===== config.mk =====
export PLATFORM = sky130hd
export DESIGN_NAME = branch_resolve_unit
export DESIGN_NICKNAME = d
export VERILOG_FILES = /design/src/rtl/branch_resolve_unit.sv
export SDC_FILE = /design/constraint.sdc
export NUM_CORES = 1
export LEC_CHECK = 0
export BUFFER_PORTS_ARGS = -buffer_cell sky130_fd_sc_hd__buf_4
export CAP_MARGIN = 30
export CORE_ASPECT_RATIO = 0.6
export CORE_UTILIZATION = 57
export DETAILED_ROUTE_END_ITERATION = 10
export PLACE_DENSITY = 0.84
export SKIP_CTS_REPAIR_TIMING = 1
export SLEW_MARGIN = 30
export SYNTH_ARGS = -nofsm -noshare
export SYNTH_HDL_FRONTEND = slang
export SYNTH_SLANG_ARGS = --single-unit

===== constraint.sdc =====
create_clock -name BR_CLK -period 3.5 [get_ports BR_CLK]
set_clock_uncertainty 0.1 [all_clocks]
set_input_delay 0.175 -clock BR_CLK [delete_from_list [all_inputs] [get_ports BR_CLK]]
set_output_delay 0.175 -clock BR_CLK [all_outputs]
set_load 0.05 [all_outputs]

===== src/rtl/branch_resolve_unit.sv =====
// rtl/branch_resolve_unit.sv - branch prediction tracking FIFO, mispredict redirect/flush, predictor update port
// Optional statistics counters enabled by defining BRU_STATS_EN.
module branch_resolve_unit #(
   parameter int DEPTH        = 4,
   parameter int FLUSH_CYCLES = 2
) (
   input  logic        BR_CLK,
   input  logic        BR_RST,
   input  logic        BR_DEC_PUSH,
   input  logic        BR_DEC_PRED_TAKEN,
   input  logic [9:0]  BR_DEC_ADDR,
   input  logic [9:0]  BR_DEC_TARGET,
   input  logic        BR_EX_RESOLVE,
   input  logic        BR_EX_TAKEN,
   output logic        BR_FULL,
   output logic        BR_PC_LD,
   output logic [9:0]  BR_REDIRECT_ADDR,
   output logic        BR_FLUSH,
   output logic        BR_UPD_VALID,
   output logic [9:0]  BR_UPD_ADDR,
   output logic        BR_UPD_TAKEN,
   output logic        BR_ERR,
   output logic [15:0] BR_RESOLVED_CNT,
   output logic [15:0] BR_MISPRED_CNT
);

   localparam int PW  = $clog2(DEPTH);
   localparam int CW  = PW + 1;
   localparam int FCW = (FLUSH_CYCLES > 1) ? $clog2(FLUSH_CYCLES) : 1;
   localparam logic [CW-1:0]  DEPTH_C     = CW'(DEPTH);
   localparam logic [FCW-1:0] FLUSH_LOAD  = FCW'(FLUSH_CYCLES - 1);

   typedef enum logic {S_IDLE, S_FLUSH} state_t;

   typedef struct packed {
      logic       pred;
      logic [9:0] addr;
      logic [9:0] tgt;
   } entry_t;

   entry_t          mem_q [DEPTH];
   entry_t          mem_d [DEPTH];
   logic [PW-1:0]   wr_ptr_q, wr_ptr_d, rd_ptr_q, rd_ptr_d;
   logic [CW-1:0]   count_q, count_d;
   state_t          state_q, state_d;
   logic [FCW-1:0]  flush_cnt_q, flush_cnt_d;
   logic            pc_ld_q, pc_ld_d;
   logic [9:0]      redirect_q, redirect_d;
   logic            upd_valid_q, upd_valid_d;
   logic [9:0]      upd_addr_q, upd_addr_d;
   logic            upd_taken_q, upd_taken_d;
   logic            err_q, err_d;

   entry_t head;
   logic   flushing, full, resolve_ok, mispred, push_ok;

   always_comb begin
      head       = mem_q[rd_ptr_q];
      flushing   = (state_q == S_FLUSH);
      full       = (count_q == DEPTH_C);
      resolve_ok = BR_EX_RESOLVE && !flushing && (count_q != '0);
      mispred    = resolve_ok && (head.pred != BR_EX_TAKEN);
      // Pushes in the mispredict cycle are wrong-path and never enter the FIFO.
      push_ok    = BR_DEC_PUSH && !flushing && !full && !mispred;
   end

   always_comb begin
      mem_d       = mem_q;
      wr_ptr_d    = wr_ptr_q;
      rd_ptr_d    = rd_ptr_q;
      count_d     = count_q;
      state_d     = state_q;
      flush_cnt_d = flush_cnt_q;
      pc_ld_d     = 1'b0;
      redirect_d  = redirect_q;
      upd_valid_d = 1'b0;
      upd_addr_d  = upd_addr_q;
      upd_taken_d = upd_taken_q;
      err_d       = BR_EX_RESOLVE && !flushing && (count_q == '0);

      if (push_ok) begin
         mem_d[wr_ptr_q] = '{pred: BR_DEC_PRED_TAKEN, addr: BR_DEC_ADDR, tgt: BR_DEC_TARGET};
         wr_ptr_d        = wr_ptr_q + PW'(1);
      end
      if (resolve_ok) begin
         rd_ptr_d    = rd_ptr_q + PW'(1);
         upd_valid_d = 1'b1;
         upd_addr_d  = head.addr;
         upd_taken_d = BR_EX_TAKEN;
      end
      if (push_ok && !resolve_ok) begin
         count_d = count_q + CW'(1);
      end else if (!push_ok && resolve_ok) begin
         count_d = count_q - CW'(1);
      end

      case (state_q)
         S_IDLE: begin
            if (mispred) begin
               state_d     = S_FLUSH;
               flush_cnt_d = FLUSH_LOAD;
            end
         end
         S_FLUSH: begin
            if (flush_cnt_q == '0) begin
               state_d = S_IDLE;
            end else begin
               flush_cnt_d = flush_cnt_q - FCW'(1);
            end
         end
         default: state_d = S_IDLE;
      endcase

      if (mispred) begin
         wr_ptr_d   = '0;
         rd_ptr_d   = '0;
         count_d    = '0;
         pc_ld_d    = 1'b1;
         redirect_d = BR_EX_TAKEN ? head.tgt : head.addr + 10'd1;
      end
   end

   always_ff @(posedge BR_CLK) begin
      if (BR_RST) begin
         for (int i = 0; i < DEPTH; i++) begin
            mem_q[i] <= '0;
         end
         wr_ptr_q    <= '0;
         rd_ptr_q    <= '0;
         count_q     <= '0;
         state_q     <= S_IDLE;
         flush_cnt_q <= '0;
         pc_ld_q     <= 1'b0;
         redirect_q  <= '0;
         upd_valid_q <= 1'b0;
         upd_addr_q  <= '0;
         upd_taken_q <= 1'b0;
         err_q       <= 1'b0;
      end else begin
         mem_q       <= mem_d;
         wr_ptr_q    <= wr_ptr_d;
         rd_ptr_q    <= rd_ptr_d;
         count_q     <= count_d;
         state_q     <= state_d;
         flush_cnt_q <= flush_cnt_d;
         pc_ld_q     <= pc_ld_d;
         redirect_q  <= redirect_d;
         upd_valid_q <= upd_valid_d;
         upd_addr_q  <= upd_addr_d;
         upd_taken_q <= upd_taken_d;
         err_q       <= err_d;
      end
   end

   assign BR_FULL          = full;
   assign BR_PC_LD         = pc_ld_q;
   assign BR_REDIRECT_ADDR = redirect_q;
   assign BR_FLUSH         = (state_q == S_FLUSH);
   assign BR_UPD_VALID     = upd_valid_q;
   assign BR_UPD_ADDR      = upd_addr_q;
   assign BR_UPD_TAKEN     = upd_taken_q;
   assign BR_ERR           = err_q;

`ifdef BRU_STATS_EN
   logic [15:0] resolved_cnt_q, resolved_cnt_d, mispred_cnt_q, mispred_cnt_d;

   always_comb begin
      resolved_cnt_d = resolved_cnt_q;
      mispred_cnt_d  = mispred_cnt_q;
      if (resolve_ok && resolved_cnt_q != 16'hFFFF) begin
         resolved_cnt_d = resolved_cnt_q + 16'd1;
      end
      if (mispred && mispred_cnt_q != 16'hFFFF) begin
         mispred_cnt_d = mispred_cnt_q + 16'd1;
      end
   end

   always_ff @(posedge BR_CLK) begin
      if (BR_RST) begin
         resolved_cnt_q <= '0;
         mispred_cnt_q  <= '0;
      end else begin
         resolved_cnt_q <= resolved_cnt_d;
         mispred_cnt_q  <= mispred_cnt_d;
      end
   end

   assign BR_RESOLVED_CNT = resolved_cnt_q;
   assign BR_MISPRED_CNT  = mispred_cnt_q;
`else
   assign BR_RESOLVED_CNT = 16'h0000;
   assign BR_MISPRED_CNT  = 16'h0000;
`endif

endmodule


---- Yosys cells after proc, flatten, opt, wreduce, memory -nomap -nowiden ----
Index checks and enable logic that the tools add are counted.
word-level totals
  bits of input ports ..................... 26
  flip-flop bits (word level) ............. 117
  output and inout port bits .............. 58
  logic and storage cells ................. 73
cells by class
  reductions and logical operators ........ 19
  eq/ne operators ......................... 3
  order comparisons ....................... 3
  mux-type cells .......................... 16
  bitwise gates (word level) .............. 3
  $add $sub $neg .......................... 6
operator list
  kind                                                      count
  bitwise mux 84 bit                                        1
  2-to-1 mux 21 bit                                         3
  binary-select mux 21 bit (select 2 bit)                   1
  demux 21 bit (select 2 bit)                               1
  adder 10 x 1 -> 10 bit, second input constant             1
  logical AND 1 bit                                         10
  2-to-1 mux 10 bit                                         1
  greater-or-equal comparator 3 bit, second input constant  2
  2-to-1 mux 3 bit                                          2
  NOT 2 -> 3 bit                                            2
  zero test 1 bit                                           5
  2-to-1 mux 1 bit                                          5
  adder 2 x 1 -> 2 bit, second input constant               2
  one-hot mux 1 bit (2 select lines)                        2
  adder 3 x 1 -> 3 bit, second input constant               1
  equality test 3 bit, second input constant                1
  zero test 3 bit                                           1
  < comparator 3 x 1 -> 1 bit, second input constant        1
  nonzero test 3 bit                                        1
  subtractor 3 x 1 -> 3 bit, second input constant          1
  inequality test 2 bit, second input constant              1
  nonzero test 2 bit                                        1
  OR reduction 2 bit                                        1
  inequality test 1 bit                                     1
  2 further kinds                                           2

---- Longest topological paths before layout ----
Gate-level depths: netlist of run 1.
  depth after elaboration ................. 12
  mapped depth ............................ 10
  gate-level depth less buffers ........... 8

---- Worst setup path before layout of run 1 ----
Ideal clock, no wire load.
  path type ............................... flip-flop to flip-flop
  start point ............................. reg count_q[2]
  end point ............................... reg count_q[2]
  required time ........................... 3.279 ns
  setup slack ............................. 0.291 ns
  path buffers ............................ 1
  arrival time ............................ 2.988 ns
  library setup time ...................... 0.121 ns
  period minus slack after synthesis ...... 3.209 ns
  stages on the path, launching flop included .. 10
  cell sequence ........................... dfxtp_1 > nor3b_1 > or3b_2 > buf_2 > nor2_1 > fa_1 > a21o_1 > mux2i_1 > xnor2_1 > nor2_1
between the ends
  elaborated cells on any way between the ends .. 18
  those cells by class .................... 2 x add/sub; 1 x eq/ne; 2 x mux; 13 x reduce/logical
RTL lines
  what                                RTL line  RTL
  start, declared                     44        logic [CW-1:0] count_q, count_d;
  start signal, assigned              143       count_q <= count_d;
  equality test 3 bit (*)             60        full = (count_q == DEPTH_C);
  via BR_FULL                         15        output logic BR_FULL,
  zero test 1 bit (*)                 64        push_ok = BR_DEC_PUSH && !flushing && !full && !mispred;
  logical AND 1 bit (*) (2 in a row)  64
  zero test 1 bit                     93        end else if (!push_ok && resolve_ok) begin
  logical AND 1 bit                   93
  nonzero test 2 bit (no line)        --
Mark *: on every way through the listed nets, which the timed path passes. The rest lies on a longest branch. The select of a mux whose other input is x is not followed.
A chain may end at the register's enable or synchronous reset.

==> qor.txt, run 1 <==
Share of cells above drive strength 1: 17.2%
Ys Warns: 0
CORE AREA: 9190 sq um
Die area: 9920 sq um
Yosys reg bits: 117
CTS tree: done
Worst Hold Class: in2reg
Sequential cell area fraction in the yosys report: 43.2%
Relative slew margins: 54.2%
Netlist Area Pre-Place: 5420 sq um
Fmax: 388 MHz
First-pass GRT wire length: 19.3 mm
Synth Area per Inst: 10.2 sq um
Via Count: 3,976
Worst-Margin Slew: 0.687 ns
Final period demand of the worst path: 2.58 ns
FF-to-FF setup slack: 0.92 ns
Setup WS pre-CTS: 0.959 ns
DR pass1 iterations: 5
CTS sink count: 117
Vias in the first global route: 3,788
Synth Instances: 531
Hpwl dp: 7.94 mm
Critical path arrival: 2.77 ns
Setup TNS Final: 0 ns
Cts bufs inserted: 17
GRT Overall Usage: 25.8%
Row cnt: 27
Gpl congestion: 0.884
Gr ovfl total: 0
1st-iter DRT viols: 301
RSZ-0062 raised after global routing: no
Starting density of the core: 59.0%
Setup violators final: 0
Outcome: completed
Pwr Density: 746 nW/um^2
Number of fillers in the final layout: 660
Wirelength per Cell: 16.5 microns
Die X: 128 microns
Worst-path clk slew: 0.05 ns
Residual DRC: 0
Critical path fanouts, max: 22
P_leak: 2.55 nW
VDD IR max: 0.000457 V
Post-route ant nets: 0
Avg Vias per Cell: 5.38
CP startpoint kind: flop
Final period utilization: 73.7%
Max cap viols: 0
Final setup margin: 0.922 ns
Initial antenna violation count: 0
CP Data Required Time: 3.70 ns
Final hold violations: 0
Worst-Skew Late Latency: 0.41 ns
Deepest clock path buffer count: 2
Largest net degree at the start of global routing: 72
H-tree levels: 4
Final net count: 631
Crit path kind: reg2reg
Port Buf Inserts: 51
Area grow syn2layout: 20.7%
Die Ht: 77.6 microns
Inserted Diodes: 0
Count of cell types in the netlist: 44
IO Count: 84
Pins Over Slew Limit: 0
Root buf cell: clkbuf_16
Routed wire length: 12.2 mm
Crit end category: flop
[through the flow]
stage          power, mW  instances  hold WS, ns  utilization (%)  instance area, sq um
2_1_floorplan       2.83        562        0.222                -                  5540
3_3_place_gp        3.09        689        0.337             62.5                  5740
3_5_place_dp        3.15        689        0.348             62.5                  5740
4_1_cts             4.87        718      -0.0751             69.0                  6340
5_1_grt             5.08        739       0.0139             71.2                  6550
6_report            4.88        739       0.0112             71.2                  6550
[placed cells by master, fill, tap and decap left out, types with 12 or more instances in the layout]
master	n
inv_1	12
conb_1	32
nand2_1	36
nor2_1	102
dlygate4sd3_1	21
buf_4	60
dfxtp_1	117
clkbuf_16	17
mux2i_1	87
a21oi_1	17
[Yosys cell counts, drive strengths merged]
| cell type | count | area share (%) |
|---|---|---|
| conb | 1 | 0.069 |
| ha | 5 | 1.2 |
| nor3b | 1 | 0.14 |
| o211a | 1 | 0.18 |
| a211oi | 8 | 1.6 |
| nor2b | 1 | 0.12 |
| fa | 1 | 0.37 |
| o31ai | 2 | 0.28 |
| or3b | 1 | 0.16 |
| o21a | 2 | 0.28 |
| dfxtp | 117 | 43 |
| nand4 | 1 | 0.12 |
| clkbuf | 17 | 1.2 |
| nor2 | 103 | 7.1 |
| o21ai | 5 | 0.46 |
| inv | 12 | 0.83 |
| or3 | 1 | 0.12 |
| o21bai | 1 | 0.14 |
| nand2b | 5 | 0.58 |
| a21o | 1 | 0.14 |
| xnor2 | 11 | 2.1 |
| nor3 | 7 | 0.65 |
| o211ai | 3 | 0.42 |
| buf | 46 | 6.9 |
| xor2 | 1 | 0.16 |
| a2111oi | 1 | 0.16 |
| a22oi | 2 | 0.28 |
| nand3 | 4 | 0.37 |
| o31a | 1 | 0.16 |
| and2 | 3 | 0.35 |
| mux4 | 21 | 9.4 |
| nand2 | 36 | 2.5 |
| a2bb2oi | 2 | 0.32 |
| a21oi | 17 | 1.6 |
| mux2i | 87 | 16 |
| a31oi | 1 | 0.12 |
| nor4 | 1 | 0.12 |
| and4 | 1 | 0.16 |
[registers in the layout (all words and copies together), names as in the netlist]
signal            flops
BR_ERR                1
BR_FLUSH              1
BR_PC_LD              1
BR_REDIRECT_ADDR     10
BR_UPD_ADDR          10
BR_UPD_TAKEN          1
BR_UPD_VALID          1
count_q               3
flush_cnt_q           1
mem_q                84
rd_ptr_q              2
wr_ptr_q              2
[report_power, final]
part           leakage [nW]  switching (mW)  internal, mW
Clock                 0.294           0.559          1.17
Combinational          1.30           0.952         0.588
Sequential            0.949           0.110          1.51
Total                  2.55            1.62          3.26
[critical path, cell delays in order (launching register included)]
cell and delay, ns:
dfxtp_1 0.36, buf_4 0.39, mux4_1 0.72, ha_1 0.29
inv_1 0.07, nor2_1 0.05, xnor2_1 0.12, a2111oi_0 0.37
[path summary, 6_finish.rpt]
kind,endpoint,cells past startpoint,startpoint
max,BR_REDIRECT_ADDR[6],7,rd_ptr_q[0]
min,BR_UPD_TAKEN,3,BR_EX_TAKEN
max reg2reg,BR_REDIRECT_ADDR[6],7,rd_ptr_q[0]
min reg2reg,BR_UPD_ADDR[9],2,BR_UPD_ADDR[9]
[routing by layer]
metal | wire [microns] | global-route usage, % | part of all wire, %
met2 | 5470 | 38.5 | 45
met3 | 928 | 8.41 | 7.6
met5 | 0 | 0 | 0
met1 | 5660 | 34.4 | 46
met4 | 139 | 10.6 | 1.1
[cell type report]
class                   count  area, sq um  share of cell area [%]
multi-input cells         370         2740                    41.9
inverters                  12         45.0                   0.688
clock buffers              26          529                    8.08
clock inverters             3         65.1                   0.994
flip-flops and latches    117         2340                    35.8
repair buffers             81          661                    10.1
well taps                 130          163                    2.48
[cell families (layout without fill, tap and decap cells)]
| logic type | after synthesis | in the layout | synth area share (%) |
|---|---|---|---|
| DFF | 117 | 117 | 43.2 |
| AOI/OAI and AO/OA | 47 | 47 | 6.11 |
| and+or+nand+nor | 165 | 165 | 12.5 |
| buffers and inverters | 75 | 122 | 8.88 |
| adders and majority gates | 6 | 6 | 1.52 |
| xor gates and xnor gates | 12 | 12 | 2.28 |
| other | 1 | 32 | 0.0691 |
| muxes | 108 | 108 | 25.5 |
No activity file was read; power rests on OpenSTA's default activity.
==> run 2: changes to the inputs <==
--- a/config.mk
+++ b/config.mk
@@ -5,6 +5,7 @@
 export SDC_FILE = /design/constraint.sdc
 export NUM_CORES = 1
 export LEC_CHECK = 0
+export ABC_AREA = 1
 export BUFFER_PORTS_ARGS = -buffer_cell sky130_fd_sc_hd__buf_4
 export CAP_MARGIN = 30
 export CORE_ASPECT_RATIO = 0.6
==> constraint.sdc (replaced) <==
create_clock -name BR_CLK -period 2.54 [get_ports BR_CLK]
set_clock_uncertainty 0.1 [all_clocks]
set_input_delay 0.127 -clock BR_CLK [delete_from_list [all_inputs] [get_ports BR_CLK]]
set_output_delay 0.127 -clock BR_CLK [all_outputs]
set_load 0.05 [all_outputs]
==> qor.txt, run 2 <==
CTS tree: done (unchanged)
R2r endpoint: mem_q[65] (was BR_REDIRECT_ADDR[6])
Outcome: completed (unchanged)
Pwr Density: 1120 nW/um^2 (was 746 nW/um^2)
First-pass GRT wire length: 24.6 mm (was 19.3 mm)
IO Count: 84 (unchanged)
Residual DRC: 0 (unchanged)
Die area: 10,200 sq um (was 9920 sq um)
Via Count: 5,487 (was 3,976)
Commonest non-fill, non-tap cell in the layout: nand2_1 (was dfxtp_1)
Final net count: 860 (was 631)
Port Buf Inserts: 51 (unchanged)
Avg Vias per Cell: 5.65 (was 5.38)
Met1 Track Usage GR: 43.2% (was 34.4%)
Max cap viols: 0 (unchanged)
Initial antenna violation count: 0 (unchanged)
Async set or reset register ratio after synthesis: 0% (unchanged)
Global routing usage on met3: 8.93% (was 8.41%)
Total chip power: 7.41 mW (was 4.88 mW)
Inserted Diodes: 0 (unchanged)
Gr ovfl total: 0 (unchanged)
Crit end category: flop (unchanged)
CP startpoint kind: flop (unchanged)
Worst-Skew Late Latency: 0.41 ns (about the same)
Met2 GRT Util: 47.7% (was 38.5%)
Setup TNS Final: 0 ns (unchanged)
Netlist Area Pre-Place: 5550 sq um (was 5420 sq um)
Most frequent cell after synthesis: nand2_1 (was dfxtp_1)
RSZ-0062 raised after global routing: no (unchanged)
H-tree levels: 4 (unchanged)
Commonest cells after routing, fill and taps aside: nand2_1 (192), dfxtp_1 (117), a21oi_1 (113), nand3_1 (93), buf_4 (65) (was dfxtp_1 (117), nor2_1 (102), mux2i_1 (87), buf_4 (60), nand2_1 (36))
Max reg flops: 84 (unchanged)
Row cnt: 27 (unchanged)
Relative slew margins: 39.4% (was 54.2%)
Hold Path Depth: 3 (unchanged)
Pins Over Slew Limit: 0 (unchanged)
1st-iter DRT viols: 696 (was 301)
Cts bufs inserted: 17 (unchanged)
Die Ht: 78.5 microns (was 77.6 microns)
Vias in the first global route: 4,941 (was 3,788)
Synth Instances: 771 (was 531)
Yosys reg bits: 117 (unchanged)
Top cells by area, synth: dfxtp_1 (42%), nand2_1 (13%), a21oi_1 (10%), nand3_1 (8.4%), buf_4 (5.5%) (was dfxtp_1 (43%), mux2i_1 (16%), nor2_1 (7.1%), mux4_1 (4.8%), mux4_2 (4.6%))
Multi-input gate area: 2600 sq um (was 2740 sq um)
Most used DFF post-synth: dfxtp_1 (unchanged)
Critical path fanouts, max: 43 (was 22)
CP Data Required Time: 2.73 ns (was 3.70 ns)
Post-synth EDFFs: 0 (unchanged)
Deepest clock path buffer count: 2 (unchanged)
DR pass1 iterations: 5 (unchanged)
Sequential cell area fraction in the yosys report: 42.2% (was 43.2%)
Worst-path clk slew: 0.06 ns (was 0.05 ns)
Routed wire length: 15.8 mm (was 12.2 mm)
Final hold violations: 0 (unchanged)
Die X: 129 microns (was 128 microns)
Number of fillers in the final layout: 763 (was 660)
Crit path kind: reg2reg (unchanged)
Fmax: 415 MHz (was 388 MHz)
Worst-Margin Slew: 0.909 ns (was 0.687 ns)
Ys Warns: 0 (unchanged)
Top cell type's share of synthesized area: 42.2% (was 43.2%)
Area leader, netlist: dfxtp_1 (unchanged)
Root buf cell: clkbuf_16 (unchanged)
P_leak: 2.80 nW (was 2.55 nW)
CTS sink count: 117 (unchanged)
CORE AREA: 9320 sq um (was 9190 sq um)
Gr busiest metal: met2 (unchanged)
Critical path arrival: 2.60 ns (was 2.77 ns)
Cells on worst reg2reg path: 11 (was 7)
Largest net degree at the start of global routing: 68 (was 72)
Hold_sp: BR_EX_TAKEN (unchanged)
Gpl congestion: 0.943 (was 0.884)
VDD IR max: 0.000641 V (was 0.000457 V)
Final period utilization: 94.8% (was 73.7%)
FF-to-FF setup slack: 0.13 ns (was 0.92 ns)
Final period demand of the worst path: 2.41 ns (was 2.58 ns)
Reg with most FFs: mem_q (unchanged)
Setup violators final: 0 (unchanged)
Share of cells above drive strength 1: 13.1% (was 17.2%)
Count of cell types in the netlist: 36 (was 44)
Worst Hold Endpoint: BR_REDIRECT_ADDR[4] (was BR_UPD_TAKEN)
RR Startpoint: rd_ptr_q[0] (unchanged)
GRT Overall Usage: 31.8% (was 25.8%)
Top post-synthesis cells by count: nand2_1 (192), dfxtp_1 (117), a21oi_1 (113) (was dfxtp_1 (117), nor2_1 (103), mux2i_1 (87))
Register area: 2340 sq um (unchanged)
Hpwl dp: 10.0 mm (was 7.94 mm)
Area grow syn2layout: 18.9% (was 20.7%)
Starting density of the core: 59.6% (was 59.0%)
Synth Area per Inst: 7.20 sq um (was 10.2 sq um)
Post-route ant nets: 0 (unchanged)
Wirelength per Cell: 16.3 microns (was 16.5 microns)
Worst Hold Class: in2reg (unchanged)
## run 2: cell count changes in the layout (fill, tap and decap cells not counted), moves of 6 or more
| cell | delta |
|---|---|
| xnor2_1 | -9 |
| inv_1 | +37 |
| a21oi_1 | +96 |
| nand3_1 | +89 |
| clkinv_2 | +6 |
| o211ai_1 | +6 |
| o21ai_0 | +49 |
| mux4_1 | -10 |
| mux4_2 | -11 |
| nand2_1 | +156 |
| mux2i_1 | -86 |
| nor2_1 | -81 |
## run 2: worst max path at each step
stage	startpoint	endpoint	slack (ns)	depth (start not counted)
after floorplan	count_q[0]	count_q[2]	0.10	8
after detailed placement	rd_ptr_q[0]	mem_q[65]	0.11	11
after global routing	rd_ptr_q[0]	mem_q[73]	0.002	11
after global placement	rd_ptr_q[0]	mem_q[73]	0.21	11
after CTS	rd_ptr_q[0]	mem_q[65]	0.05	11
final	rd_ptr_q[0]	mem_q[65]	0.13	11
## run 2: stage by stage
| step | cells | hold slack [ns] | util (%) | setup slack, ns | instance area, sq um |
|---|---|---|---|---|---|
| after global placement | 917 | 0.298 | 62.4 | 0.208 | 5820 |
| after floorplan | 802 | 0.168 | - | 0.104 | 5680 |
| final | 971 | 0.0268 | 70.8 | 0.131 | 6600 |
| after detailed placement | 917 | 0.300 | 62.4 | 0.112 | 5820 |
| after global routing | 971 | 0.0597 | 70.8 | 0.00156 | 6600 |
| after CTS | 949 | -0.127 | 68.3 | 0.0470 | 6370 |
## run 2: cell type report
class                   instances  share of cell area, %
clock inverters                10                   1.21
clock buffers                  22                   7.18
repair buffers                 89                   11.1
well taps                     130                   2.46
inverters                      56                   3.18
flip-flops and latches        117                   35.5
multi-input cells             547                   39.4
## run 2: cell families after synthesis
logic type,Yosys count,synth area share [%]
fa+ha+maj,6,1.49
xor+xnor,4,0.879
compound gates,185,17.4
flops,117,42.2
simple gates,319,24.6
mux,1,0.180
buf+inv,138,13.2
other cells,1,0.0675
## run 2: report_power, final
group	internal [mW]	switching, mW	leakage (nW)	total (mW)
Clock	1.41	0.849	0.275	2.26
Combinational	0.795	2.01	1.57	2.80
Sequential	2.18	0.175	0.951	2.35
Total	4.38	3.03	2.80	7.41
## run 2: worst max-delay path, cell delays in order (launching register included)
cell	delay, ns
dfxtp_1	0.37
buf_4	0.24
nand2_1	0.09
nand3_1	0.11
nand3_1	0.14
nand3_4	0.15
nand2_2	0.10
inv_2	0.11
buf_8	0.26
nand2_4	0.25
o21ai_0	0.27
a21oi_1	0.06
## run 2: per-layer routing
metal / part of all wire, % / vias up / wire, microns
li1: - / 2600 / -
met1: 42 / 2511 / 6700
met2: 44 / 340 / 6960
met3: 11 / 36 / 1790
met4: 2.3 / 0 / 359
met5: 0 / - / 0
